### config.mk
export PLATFORM = sky130hd
export DESIGN_NAME = alu_op_sequencer
export DESIGN_NICKNAME = d
export VERILOG_FILES = /design/src/rtl/alu_op_sequencer.sv
export SDC_FILE = /design/constraint.sdc
export NUM_CORES = 1
export LEC_CHECK = 0
export CAP_MARGIN = 20
export CORE_ASPECT_RATIO = 1.75
export CORE_MARGIN = 2
export CORE_UTILIZATION = 56
export CTS_BUF_LIST = sky130_fd_sc_hd__clkbuf_8
export CTS_CLUSTER_DIAMETER = 50
export CTS_CLUSTER_SIZE = 40
export DETAILED_ROUTE_END_ITERATION = 8
export DONT_BUFFER_PORTS = 1
export PLACE_DENSITY = 0.71
export SYNTH_ARGS = -nofsm -noshare
export SYNTH_HDL_FRONTEND = slang
export SYNTH_SLANG_ARGS = --single-unit
### constraint.sdc
create_clock -name i_clk -period 6 [get_ports i_clk]
set_input_delay 0.6 -clock i_clk [delete_from_list [all_inputs] [get_ports i_clk]]
set_output_delay 0.6 -clock i_clk [all_outputs]
set_load 0.03 [all_outputs]
### src/rtl/alu_op_sequencer.sv
// alu_op_sequencer: multi-cycle controller that drives the register-file + ALU
// datapath for one RV32I R-type / OP-IMM instruction at a time. An instruction
// is taken over a valid/ready handshake. The result comes back over a second
// valid/ready handshake.
// State sequence: IDLE -> DECODE -> EXEC -> WB -> DONE -> IDLE, with an
// illegal instruction taking DECODE -> ERR -> IDLE instead.
// Every output is a register that is loaded on the edge that enters the state
// where the output applies. With res_ready held high, one instruction
// completes every five cycles.
module alu_op_sequencer #(
    parameter int XLEN  = 32,
    parameter int CNT_W = 16
) (
    input  logic             i_clk,
    input  logic             i_reset,
    input  logic             i_instr_valid,
    output logic             o_instr_ready,
    input  logic [31:0]      i_instr,
    output logic [4:0]       o_dp_rs1,
    output logic [4:0]       o_dp_rs2,
    output logic [4:0]       o_dp_rd,
    output logic [6:0]       o_dp_opcode,
    output logic [3:0]       o_dp_opsel,
    output logic [11:0]      o_dp_imm,
    output logic             o_dp_reg_write,
    input  logic [XLEN-1:0]  i_dp_alu_out,
    input  logic             i_dp_zero,
    output logic             o_res_valid,
    input  logic             i_res_ready,
    output logic [XLEN-1:0]  o_res_data,
    output logic             o_res_zero,
    output logic [4:0]       o_res_rd,
    output logic             o_illegal,
    output logic             o_busy,
    output logic [CNT_W-1:0] o_retired_count
);

    localparam logic [6:0] OP_R   = 7'b0110011;
    localparam logic [6:0] OP_IMM = 7'b0010011;
    localparam logic [6:0] F7_ALT = 7'b0100000;

    typedef enum logic [2:0] {
        S_IDLE,
        S_DECODE,
        S_EXEC,
        S_WB,
        S_DONE,
        S_ERR
    } state_t;

    state_t            r_state;
    logic [31:0]       r_instr;
    logic              r_instr_ready;
    logic [4:0]        r_dp_rs1;
    logic [4:0]        r_dp_rs2;
    logic [4:0]        r_dp_rd;
    logic [6:0]        r_dp_opcode;
    logic [3:0]        r_dp_opsel;
    logic [11:0]       r_dp_imm;
    logic              r_dp_reg_write;
    logic              r_res_valid;
    logic [XLEN-1:0]   r_res_data;
    logic              r_res_zero;
    logic [4:0]        r_res_rd;
    logic              r_illegal;
    logic              r_busy;
    logic [CNT_W-1:0]  r_count;

    // Fields of the latched instruction word
    logic [6:0]  w_opcode;
    logic [4:0]  w_rd;
    logic [2:0]  w_funct3;
    logic [4:0]  w_rs1;
    logic [4:0]  w_rs2;
    logic [6:0]  w_funct7;
    logic [11:0] w_imm;
    logic [3:0]  w_opsel;
    logic        w_illegal;

    assign w_opcode = r_instr[6:0];
    assign w_rd     = r_instr[11:7];
    assign w_funct3 = r_instr[14:12];
    assign w_rs1    = r_instr[19:15];
    assign w_rs2    = r_instr[24:20];
    assign w_funct7 = r_instr[31:25];
    assign w_imm    = r_instr[31:20];

    // Decode the ALU select and check legality of the latched instruction.
    // The upper opsel bit comes from funct7[5] only where RV32I gives it a
    // meaning: SUB/SRA for R-type, and SRAI for OP-IMM. For other OP-IMM
    // operations, instr[30] is just an immediate bit, so it must not leak
    // into the select.
    always_comb begin
        w_illegal = 1'b0;
        w_opsel   = {1'b0, w_funct3};
        case (w_opcode)
            OP_R: begin
                w_opsel = {w_funct7[5], w_funct3};
                if (w_funct7 != 7'b0 && w_funct7 != F7_ALT)
                    w_illegal = 1'b1;
                else if (w_funct7 == F7_ALT && w_funct3 != 3'b000 && w_funct3 != 3'b101)
                    w_illegal = 1'b1;
            end
            OP_IMM: begin
                if (w_funct3 == 3'b101) begin
                    w_opsel = {r_instr[30], w_funct3};
                    if (w_funct7 != 7'b0 && w_funct7 != F7_ALT)
                        w_illegal = 1'b1;
                end else if (w_funct3 == 3'b001 && w_funct7 != 7'b0) begin
                    w_illegal = 1'b1;
                end
            end
            default: w_illegal = 1'b1;
        endcase
    end

    // Sequencer FSM with all outputs registered alongside the state
    always_ff @(posedge i_clk or posedge i_reset) begin
        if (i_reset) begin
            r_state        <= S_IDLE;
            r_instr        <= '0;
            r_instr_ready  <= 1'b1;
            r_dp_rs1       <= '0;
            r_dp_rs2       <= '0;
            r_dp_rd        <= '0;
            r_dp_opcode    <= '0;
            r_dp_opsel     <= '0;
            r_dp_imm       <= '0;
            r_dp_reg_write <= 1'b0;
            r_res_valid    <= 1'b0;
            r_res_data     <= '0;
            r_res_zero     <= 1'b0;
            r_res_rd       <= '0;
            r_illegal      <= 1'b0;
            r_busy         <= 1'b0;
            r_count        <= '0;
        end else begin
            case (r_state)
                S_IDLE: begin
                    // ready is high throughout IDLE, so valid alone completes the handshake
                    if (i_instr_valid) begin
                        r_instr       <= i_instr;
                        r_instr_ready <= 1'b0;
                        r_busy        <= 1'b1;
                        r_state       <= S_DECODE;
                    end
                end
                S_DECODE: begin
                    if (w_illegal) begin
                        // leave the datapath fields untouched; nothing gets written
                        r_illegal <= 1'b1;
                        r_state   <= S_ERR;
                    end else begin
                        r_dp_rs1    <= w_rs1;
                        r_dp_rs2    <= w_rs2;
                        r_dp_rd     <= w_rd;
                        r_dp_opcode <= w_opcode;
                        r_dp_opsel  <= w_opsel;
                        r_dp_imm    <= w_imm;
                        r_state     <= S_EXEC;
                    end
                end
                S_EXEC: begin
                    // x0 is architecturally zero, so never raise a write for it
                    r_dp_reg_write <= (r_dp_rd != 5'd0);
                    r_state        <= S_WB;
                end
                S_WB: begin
                    // the ALU output and the zero flag are both valid at the end of WB
                    r_dp_reg_write <= 1'b0;
                    r_res_data     <= i_dp_alu_out;
                    r_res_zero     <= i_dp_zero;
                    r_res_rd       <= r_dp_rd;
                    r_res_valid    <= 1'b1;
                    r_state        <= S_DONE;
                end
                S_DONE: begin
                    // hold the result until the consumer takes it
                    if (i_res_ready) begin
                        r_res_valid   <= 1'b0;
                        r_count       <= r_count + CNT_W'(1);
                        r_instr_ready <= 1'b1;
                        r_busy        <= 1'b0;
                        r_state       <= S_IDLE;
                    end
                end
                S_ERR: begin
                    r_illegal     <= 1'b0;
                    r_instr_ready <= 1'b1;
                    r_busy        <= 1'b0;
                    r_state       <= S_IDLE;
                end
                default: begin
                    r_illegal      <= 1'b0;
                    r_dp_reg_write <= 1'b0;
                    r_res_valid    <= 1'b0;
                    r_instr_ready  <= 1'b1;
                    r_busy         <= 1'b0;
                    r_state        <= S_IDLE;
                end
            endcase
        end
    end

    assign o_instr_ready   = r_instr_ready;
    assign o_dp_rs1        = r_dp_rs1;
    assign o_dp_rs2        = r_dp_rs2;
    assign o_dp_rd         = r_dp_rd;
    assign o_dp_opcode     = r_dp_opcode;
    assign o_dp_opsel      = r_dp_opsel;
    assign o_dp_imm        = r_dp_imm;
    assign o_dp_reg_write  = r_dp_reg_write;
    assign o_res_valid     = r_res_valid;
    assign o_res_data      = r_res_data;
    assign o_res_zero      = r_res_zero;
    assign o_res_rd        = r_res_rd;
    assign o_illegal       = r_illegal;
    assign o_busy          = r_busy;
    assign o_retired_count = r_count;

endmodule
==> results of run 1 <==
layout make-up:
class	count	share of cell area
clock buffer	20	0.0492
clock inverter	11	0.0181
inverter	4	0.00313
multi-input combinational	199	0.330
sequential	127	0.569
tap	120	0.0269
timing repair buffer	3	0.00403
critical path, cell delays in order, from the launching register on:
cell      delay (ns)
dfrtp_1         0.43
nor3b_1         0.41
nor4_4          0.11
o211ai_4        0.60
buf_4           0.40
mux2_1          0.35
sequential cells by signal (all words and copies together) (netlist names), 3 cells and up:
register / cells
o_res_data: 32
o_res_rd: 5
r_instr: 32
o_dp_rd: 5
o_dp_rs2: 4
o_dp_imm: 8
o_dp_rs1: 5
o_dp_opsel: 4
o_retired_count: 16
r_state: 3
o_dp_opcode: 7
metal layers:
layer  up-vias  track usage  part of all wire
met1      1374        0.198              0.36
met4         0       0.0674            0.0085
met3         6       0.0907             0.079
met5         -            0                 0
met2       107        0.329              0.55
li1       1234            -                 -
how the worst min path moves through the flow:
stage / end / slack, ns / depth (start not counted)
3_5_place_dp: r_instr[11] / 0.47 / 1
4_1_cts: o_res_data[28] / 0.25 / 1
2_1_floorplan: o_dp_rd[4] / 0.45 / 1
3_3_place_gp: o_dp_rd[4] / 0.46 / 1
6_report: o_res_data[28] / 0.23 / 1
5_1_grt: r_instr[21] / 0.28 / 1
power by group through the flow:
stage	Sequential [W]	Clock, W	Combinational [W]
final	0.00163	0.000689	0.000467
after global routing	0.00167	0.000753	0.000517
after CTS	0.00163	0.000714	0.000482
after detailed placement	0.00165	0	0.000479
after global placement	0.00164	0	0.000459
after floorplan	0.00154	0	0.000456
metrics by stage:
stage	hold slack (ns)	instance area, um2	cells	util
final	0.232	5590	484	0.623
after global routing	0.277	5590	484	0.623
after CTS	0.250	5590	484	0.623
after detailed placement	0.473	5220	453	0.581
after global placement	0.458	5220	453	0.581
after floorplan	0.450	5150	349	-
cells in the final DEF, fill, tap and decap left out, types with 2 or more instances in the layout:
cell | Yosys | layout
a211oi_1 | 2 | 2
nand2_1 | 8 | 8
mux2_4 | 24 | 24
xnor2_1 | 13 | 13
or4_1 | 2 | 2
mux2_2 | 58 | 58
bufinv_16 | 0 | 2
clkinv_2 | 0 | 3
nor3_1 | 5 | 5
clkbuf_8 | 0 | 20
a21oi_1 | 9 | 9
buf_4 | 5 | 3
nand2b_1 | 3 | 3
and3_1 | 4 | 4
nor3b_1 | 2 | 2
xor2_1 | 3 | 3
and2_1 | 3 | 3
a21o_1 | 2 | 2
mux2_1 | 14 | 14
o22ai_1 | 2 | 2
nor2b_1 | 2 | 2
nand3_1 | 7 | 6
nor2_1 | 13 | 13
inv_1 | 3 | 7
dfrtp_1 | 126 | 126
nand4_1 | 9 | 9
kinds of logic (layout without fill, tap and decap cells):
group / count (synthesis) / count (layout) / share of synthesized area
multiplexers: 96 / 96 / 0.227
XOR/XNOR: 16 / 16 / 0.0272
adder cells (fa/ha/maj): 1 / 1 / 0.00243
AND/OR/NAND/NOR: 66 / 66 / 0.0745
buffers and inverters: 23 / 38 / 0.0257
flip-flops: 127 / 127 / 0.617
AO/OA/AOI/OAI: 20 / 20 / 0.0257
==> flow_summary.json, run 1 <==
{
  "pwr-share-comb": 0.168,
  "ys_types": 43,
  "tritoncts": "done",
  "power_per_cell_area_mw_per_mm2": 498,
  "power_switching_w": 0.00101,
  "antenna_found_initial": 0,
  "hpwl_um": 6590,
  "hold_buffers": 0,
  "drt_first_pass_iters": 4,
  "syn_nets": 419,
  "status": "complete, no violations",
  "die_h_um": 131,
  "io_buffers": 0,
  "drc": 0,
  "die_w_um": 76.5,
  "syn_inst": 349,
  "relSlewSlack": 0.385,
  "grt_pass1_vias": 2730,
  "place_ws_ns": 3.53,
  "grt_pass1_wl_um": 14300,
  "rows": 46,
  "arrival_ns": 2.72,
  "core_mm2": 0.00898,
  "intPower_w": 0.00178,
  "netlist_top_cells_count": "dfrtp_1 (126), mux2_2 (58), mux2_4 (24)",
  "fin_skew_ns": 0.00735,
  "synth.avg_cell_area_um2": 14.8,
  "fin_crit_sh": 0.405,
  "drtIter0Drc": 106,
  "die_area_mm2": 0.0100,
  "synth.most_common_cell": "dfrtp_1",
  "rsz0062_at_grt": "false",
  "fin_nets": 422,
  "multi_input_area_mm2": 0.00185,
  "clockRootBuffer": "clkbuf_8",
  "synth_top_area_cell": "dfrtp_1",
  "power.share.sequential": 0.585,
  "crit_type": "reg2reg",
  "diodes": 0,
  "fmax_mhz": 412,
  "io_pins": 166,
  "vias": 2721,
  "maxSlewViolCount": 0,
  "synth.cell_area_mm2": 0.00515,
  "async_flop_share": 1.00,
  "clockBufferDepth": 2,
  "cp.required_ns": 6.30,
  "antenna_left": 0,
  "ir_drop_v": 0.000276,
  "synth-warning-count": 0,
  "gp_congestion": 0.751,
  "cts_setup_buffers": 0,
  "clockPowerShare": 0.247,
  "viasPerCell": 5.62,
  "cp-end-kind": "flop",
  "swShare": 0.362,
  "reg2regPathDepth": 5,
  "drive_gt1_frac": 0.327,
  "synth_top_area_share": 0.612,
  "cts_htree_levels": 4,
  "syn2layout_area_growth_pct": 8.52,
  "reg2reg_to": "o_dp_rs1[4]",
  "endpoint": "o_dp_rs1[4]",
  "crit_path_start": "r_instr[5]",
  "cts_buffers": 17,
  "synth_edf_count": 0,
  "cts_resized": 0,
  "ys_seq_area_frac": 0.617,
  "fin_total_pwr_w": 0.00278,
  "maxCapViolations": 0,
  "ys_dominant_reg_cell": "dfrtp_1",
  "hold_violations": 0,
  "ys_ff_latch": 127,
  "grt_overflow": 0,
  "ff_latch_area_mm2": 0.00318,
  "worstPathMaxFanout": 18,
  "cts.sinks": 127,
  "fin_tns_setup_ns": 0,
  "fill_cells": 709,
  "start_util": 0.574,
  "grt_usage": 0.188,
  "cellLeakagePower_nw": 2.61,
  "hold_path_class": "in2async",
  "layout_setup_ws_ns": 3.57,
  "wl_um": 9210,
  "clk_pin_slew_ns": 0.07,
  "rr_startpoint": "r_instr[5]",
  "r2r_slack_ns": 3.57,
  "synth_area_leaders": "dfrtp_1 (61%), mux2_2 (13%), mux2_4 (7.0%)",
  "finalSetupViolCount": 0,
  "clk-insertion-delay-late_ns": 0.41,
  "worst_slew_pin_slew_ns": 0.922,
  "crit_path_start_kind": "flop",
  "period_minus_slack_ns": 2.43,
  "avgRoutedWirePerCell_um": 19.0,
  "grt_max_degree": 73
}
Power figures use the tool's default switching activity.
==> inputs of run 2 (changes only) <==
- PLACE_DENSITY: 0.71 -> 0.74
- clock period: 6 -> 2.2 ns (I/O delays scaled with it)
==> flow_summary.json, run 2 (synthesis results as in run 1) <==
{
  "drive_gt1_frac": 0.311,
  "crit_type": "reg2reg",
  "cp_slowest_cell": "or4_4",
  "grt_pass1_vias": 3428,
  "die_area_mm2": 0.0100,
  "pwr-share-comb": 0.203,
  "busiest_layer": "met2",
  "fill_cells": 599,
  "tritoncts": "done",
  "viasPerCell": 5.52,
  "grt_pass1_wl_um": 17300,
  "cp-end-kind": "flop",
  "worst_slew_pin_slew_ns": 0.624,
  "fin_crit_sh": 0.975,
  "power.share.sequential": 0.535,
  "worstPathMaxFanout": 15,
  "final_util": 0.722,
  "hpwl_um": 6830,
  "cp.required_ns": 2.51,
  "start_util": 0.574,
  "power_switching_w": 0.00297,
  "clockRootBuffer": "clkbuf_8",
  "io_pins": 166,
  "die_h_um": 131,
  "maxCapViolations": 0,
  "rows": 46,
  "cts_buffers": 17,
  "grt_usage": 0.229,
  "crit_path_start_kind": "flop",
  "hold_path_class": "in2reg",
  "clk-insertion-delay-late_ns": 0.44,
  "power_per_cell_area_mw_per_mm2": 1260,
  "status": "complete, no violations",
  "period_minus_slack_ns": 2.15,
  "fin_tns_setup_ns": 0,
  "relSlewSlack": 0.578,
  "fin_nets": 507,
  "cts_htree_levels": 4,
  "avgRoutedWirePerCell_um": 19.1,
  "placedCellCount": 467,
  "cp_num_buf_inv": 1,
  "use_met2": 0.417,
  "layout_commonest_cell": "dfrtp_1",
  "drt_first_pass_iters": 4,
  "clockPowerShare": 0.262,
  "grt_overflow": 0,
  "io_buffers": 0,
  "ff_latch_area_mm2": 0.00318,
  "grtUsageMet1": 0.230,
  "fmax_mhz": 466,
  "path_delay_family": "simple AND/OR/NAND/NOR gates",
  "drtIter0Drc": 128,
  "drc": 0,
  "cellLeakagePower_nw": 2.99,
  "crit_chain": "or4_4 > nor4_4 > o211ai_4 > buf_8 > mux2_1",
  "swShare": 0.364,
  "core_mm2": 0.00898,
  "syn2layout_area_growth_pct": 25.9,
  "cts.sinks": 127,
  "antenna_left": 0,
  "place_ws_ns": 0.0929,
  "hold_violations": 0,
  "arrival_ns": 2.46,
  "gp_congestion": 0.778,
  "grt_max_degree": 87,
  "multi_input_area_mm2": 0.00185,
  "use_met3": 0.106,
  "fin_skew_ns": 0.0153,
  "mostFrequentLayoutCells": "dfrtp_1 (126), dlygate4sd3_1 (70), mux2_2 (58)",
  "clockBufferDepth": 2,
  "finalNonFillerCells": 570,
  "diodes": 0,
  "critical-path-max-stage-delay_ns": 0.57,
  "ir_drop_v": 0.000870,
  "antenna_found_initial": 0,
  "intPower_w": 0.00518,
  "layout_setup_ws_ns": 0.0549,
  "clk_pin_slew_ns": 0.08,
  "die_w_um": 76.5,
  "finalSetupViolCount": 0,
  "vias": 3145,
  "maxSlewViolCount": 0,
  "wl_um": 10900
}
run 2: cell types whose count changed in the layout (fill, tap and decap cells not counted):
cell,change
buf_12,+1
buf_6,+1
dlygate4sd3_1,+70
bufinv_16,+1
clkinv_4,+2
clkinvlp_4,+3
inv_4,-1
inv_6,+2
buf_4,+12
inv_1,-5
clkinv_2,-1
buf_8,+1
run 2: power groups by stage:
stage / clock network, W / logic [W] / registers [W]
floorplan: 0 / 0.00124 / 0.00421
global placement: 0 / 0.00145 / 0.00434
detailed placement: 0 / 0.00151 / 0.00437
CTS: 0.00220 / 0.00164 / 0.00433
global route: 0.00233 / 0.00181 / 0.00445
finish: 0.00214 / 0.00165 / 0.00436
run 2: layout make-up:
cell class	count	area share
sequential	127	0.490
tap	120	0.0231
multi-input combinational	199	0.285
clock buffer	20	0.0424
inverter	4	0.00289
timing repair buffer	88	0.133
clock inverter	12	0.0243
run 2: what timing repair did:
| item | 4_1_cts | 5_1_grt |
|---|---|---|
| setup endpoints to repair | 0 | 2 |
| hold endpoints to repair | 193 | 1 |
| hold buffers | 68 | 2 |
| resized for setup | 0 | 3 |
| buffers inserted | 0 | 1 |
run 2: routing by layer:
layer	share of wire	wire length (um)
met3	0.072	787
met5	0	0
met4	0.017	186
met1	0.36	3930
met2	0.55	5990
run 2: tightest hold or removal path, stage by stage:
cell and delay [ns]:
nor3_1 0.04, a21oi_1 0.12, a21oi_1 0.05
run 2: path summary, 6_finish.rpt:
| check | end | from | depth (start not counted) | slack, ns |
|---|---|---|---|---|
| worst max-delay path | o_dp_rs1[4] | r_instr[31] | 5 | 0.05 |
| worst min-delay path | r_state[2] | i_res_ready | 3 | 0.03 |
| worst max register to register | o_dp_rs1[4] | r_instr[31] | 5 | 0.05 |
| worst min register to register | r_instr[11] | r_instr[11] | 1 | 0.48 |
| max in group asynchronous | o_res_data[28] | i_reset | 3 | 1.41 |
| min in group asynchronous | o_dp_opsel[1] | i_reset | 3 | 0.39 |
run 2: stage by stage:
stage                     cell area, um2  hold WS, ns  total power, W
after global routing                6490       0.0149         0.00858
final                               6490       0.0339         0.00815
after CTS                           6450      0.00327         0.00817
after detailed placement            5330        0.267         0.00589
after floorplan                     5160        0.355         0.00545
after global placement              5330        0.262         0.00578
==> inputs of run 3 (changes only) <==
- CORE_UTILIZATION: 56 -> 30
- PLACE_DENSITY: 0.74 -> default
- clock period: 2.2 -> 2 ns (I/O delays scaled with it)
==> flow_summary.json, run 3 (synthesis results as in run 1) <==
{
  "fin_tns_setup_ns": 0,
  "rows": 63,
  "top_layer": "met4",
  "reg2regPathDepth": 5,
  "rsz0062_at_grt": "false",
  "gp_congestion": 0.707,
  "hold_path_class": "in2reg",
  "drtIter0Drc": 84,
  "worstPathMaxFanout": 17,
  "fin_total_pwr_w": 0.00944,
  "hold_slack_ns": 0.0354,
  "antenna_found_initial": 0,
  "clk_pin_slew_ns": 0.08,
  "drc": 0,
  "mostFrequentLayoutCells": "dfrtp_1 (126), dlygate4sd3_1 (69), mux2_2 (58)",
  "routed-wl-met3_um": 687,
  "arrival_ns": 2.25,
  "grt_overflow": 0,
  "ir_drop_v": 0.000536,
  "crit_type": "reg2reg",
  "hold_depth": 2,
  "io_buffers": 0,
  "clockBufferDepth": 2,
  "avgRoutedWirePerCell_um": 16.9,
  "maxSlewViolCount": 0,
  "cp-end-kind": "flop",
  "die_area_mm2": 0.0183,
  "antenna_left": 0,
  "fin_crit_sh": 0.970,
  "status": "complete, no violations",
  "worst_slew_pin_slew_ns": 0.809,
  "fin_nets": 516,
  "cts.sinks": 127,
  "power_per_cell_area_mw_per_mm2": 1390,
  "viasPerCell": 4.55,
  "fin_skew_ns": 0.0163,
  "hold_violations": 0,
  "fmax_mhz": 515,
  "period_minus_slack_ns": 1.94,
  "drt_first_pass_iters": 4,
  "clockRootBuffer": "clkbuf_8",
  "cts_setup_buffers": 0,
  "grt_pass1_wl_um": 17800,
  "drive_gt1_frac": 0.338,
  "cts_buffers": 17,
  "syn2layout_area_growth_pct": 32.1,
  "cellLeakagePower_nw": 3.10,
  "start_util": 0.305,
  "r2r_slack_ns": 0.06,
  "grt_usage": 0.131,
  "tritoncts": "done",
  "fill_cells": 1604,
  "grt_max_degree": 65,
  "wl_um": 11600,
  "finalSetupViolCount": 0,
  "die_w_um": 103,
  "layout_commonest_cell": "dfrtp_1",
  "crit_path_start_kind": "flop",
  "vias": 3124,
  "cp.required_ns": 2.31,
  "grt_pass1_vias": 3415,
  "maxCapViolations": 0,
  "cts_htree_levels": 4,
  "diodes": 0,
  "clk-insertion-delay-late_ns": 0.44,
  "relSlewSlack": 0.461,
  "wl_met2_um": 6350,
  "io_pins": 166,
  "hpwl_um": 7980,
  "die_h_um": 177,
  "met1_length_um": 4310,
  "core_mm2": 0.0169
}
-- run 3: metrics by stage --
| step | instances | util | instance area [um2] | setup slack [ns] |
|---|---|---|---|---|
| after global routing | 686 | 0.404 | 6810 | 0.000461 |
| final | 686 | 0.404 | 6810 | 0.0599 |
| after floorplan | 349 | - | 5160 | 0.0787 |
| after detailed placement | 585 | 0.332 | 5600 | 0.0623 |
| after CTS | 686 | 0.402 | 6790 | 0.0357 |
| after global placement | 585 | 0.332 | 5600 | 0.0941 |
-- run 3: what timing repair did --
action	CTS	global route
gates resized for setup	0	4
hold buffers	69	0
endpoints found under the hold margin	195	0
setup endpoints to repair	0	28
-- run 3: metal layers --
metal / vias to the layer above / global-route usage
met3: 13 / 0.0406
met2: 112 / 0.230
met1: 1568 / 0.137
met4: 0 / 0.0685
li1: 1431 / -
met5: - / 0
-- run 3: worst paths after layout --
check                            start                  to
min reg2reg                r_instr[19]         o_dp_rs1[4]
min in group asynchronous      i_reset         o_res_rd[2]
max                        r_instr[25]         o_dp_rs2[2]
min                        i_res_ready  o_retired_count[0]
max reg2reg                r_instr[25]         o_dp_rs2[2]
max in group asynchronous      i_reset         o_dp_rs2[2]
-- run 3: area by class of cell --
class	count	area, um2	area share
Clock buffer	19	262	0.0384
Clock inverter	13	234	0.0344
Inverter	4	18.8	0.00276
Multi-Input combinational cell	199	1870	0.274
Sequential cell	127	3180	0.467
Tap cell	227	284	0.0417
Timing Repair Buffer	97	963	0.142
-- run 3: power breakdown --
part           total [W]  switching [W]  internal, W  leakage [nW]
Combinational    0.00194       0.000826      0.00111          1.24
Clock            0.00274        0.00105      0.00168         0.250
Sequential       0.00476        0.00144      0.00332          1.61
Total            0.00944        0.00332      0.00612          3.10
-- run 3: critical path, stage by stage, from the launching register on --
cell and delay, ns:
dfrtp_1 0.40, or4_4 0.53, nor4_4 0.22, o211ai_4 0.15
buf_12 0.19, mux2_4 0.30
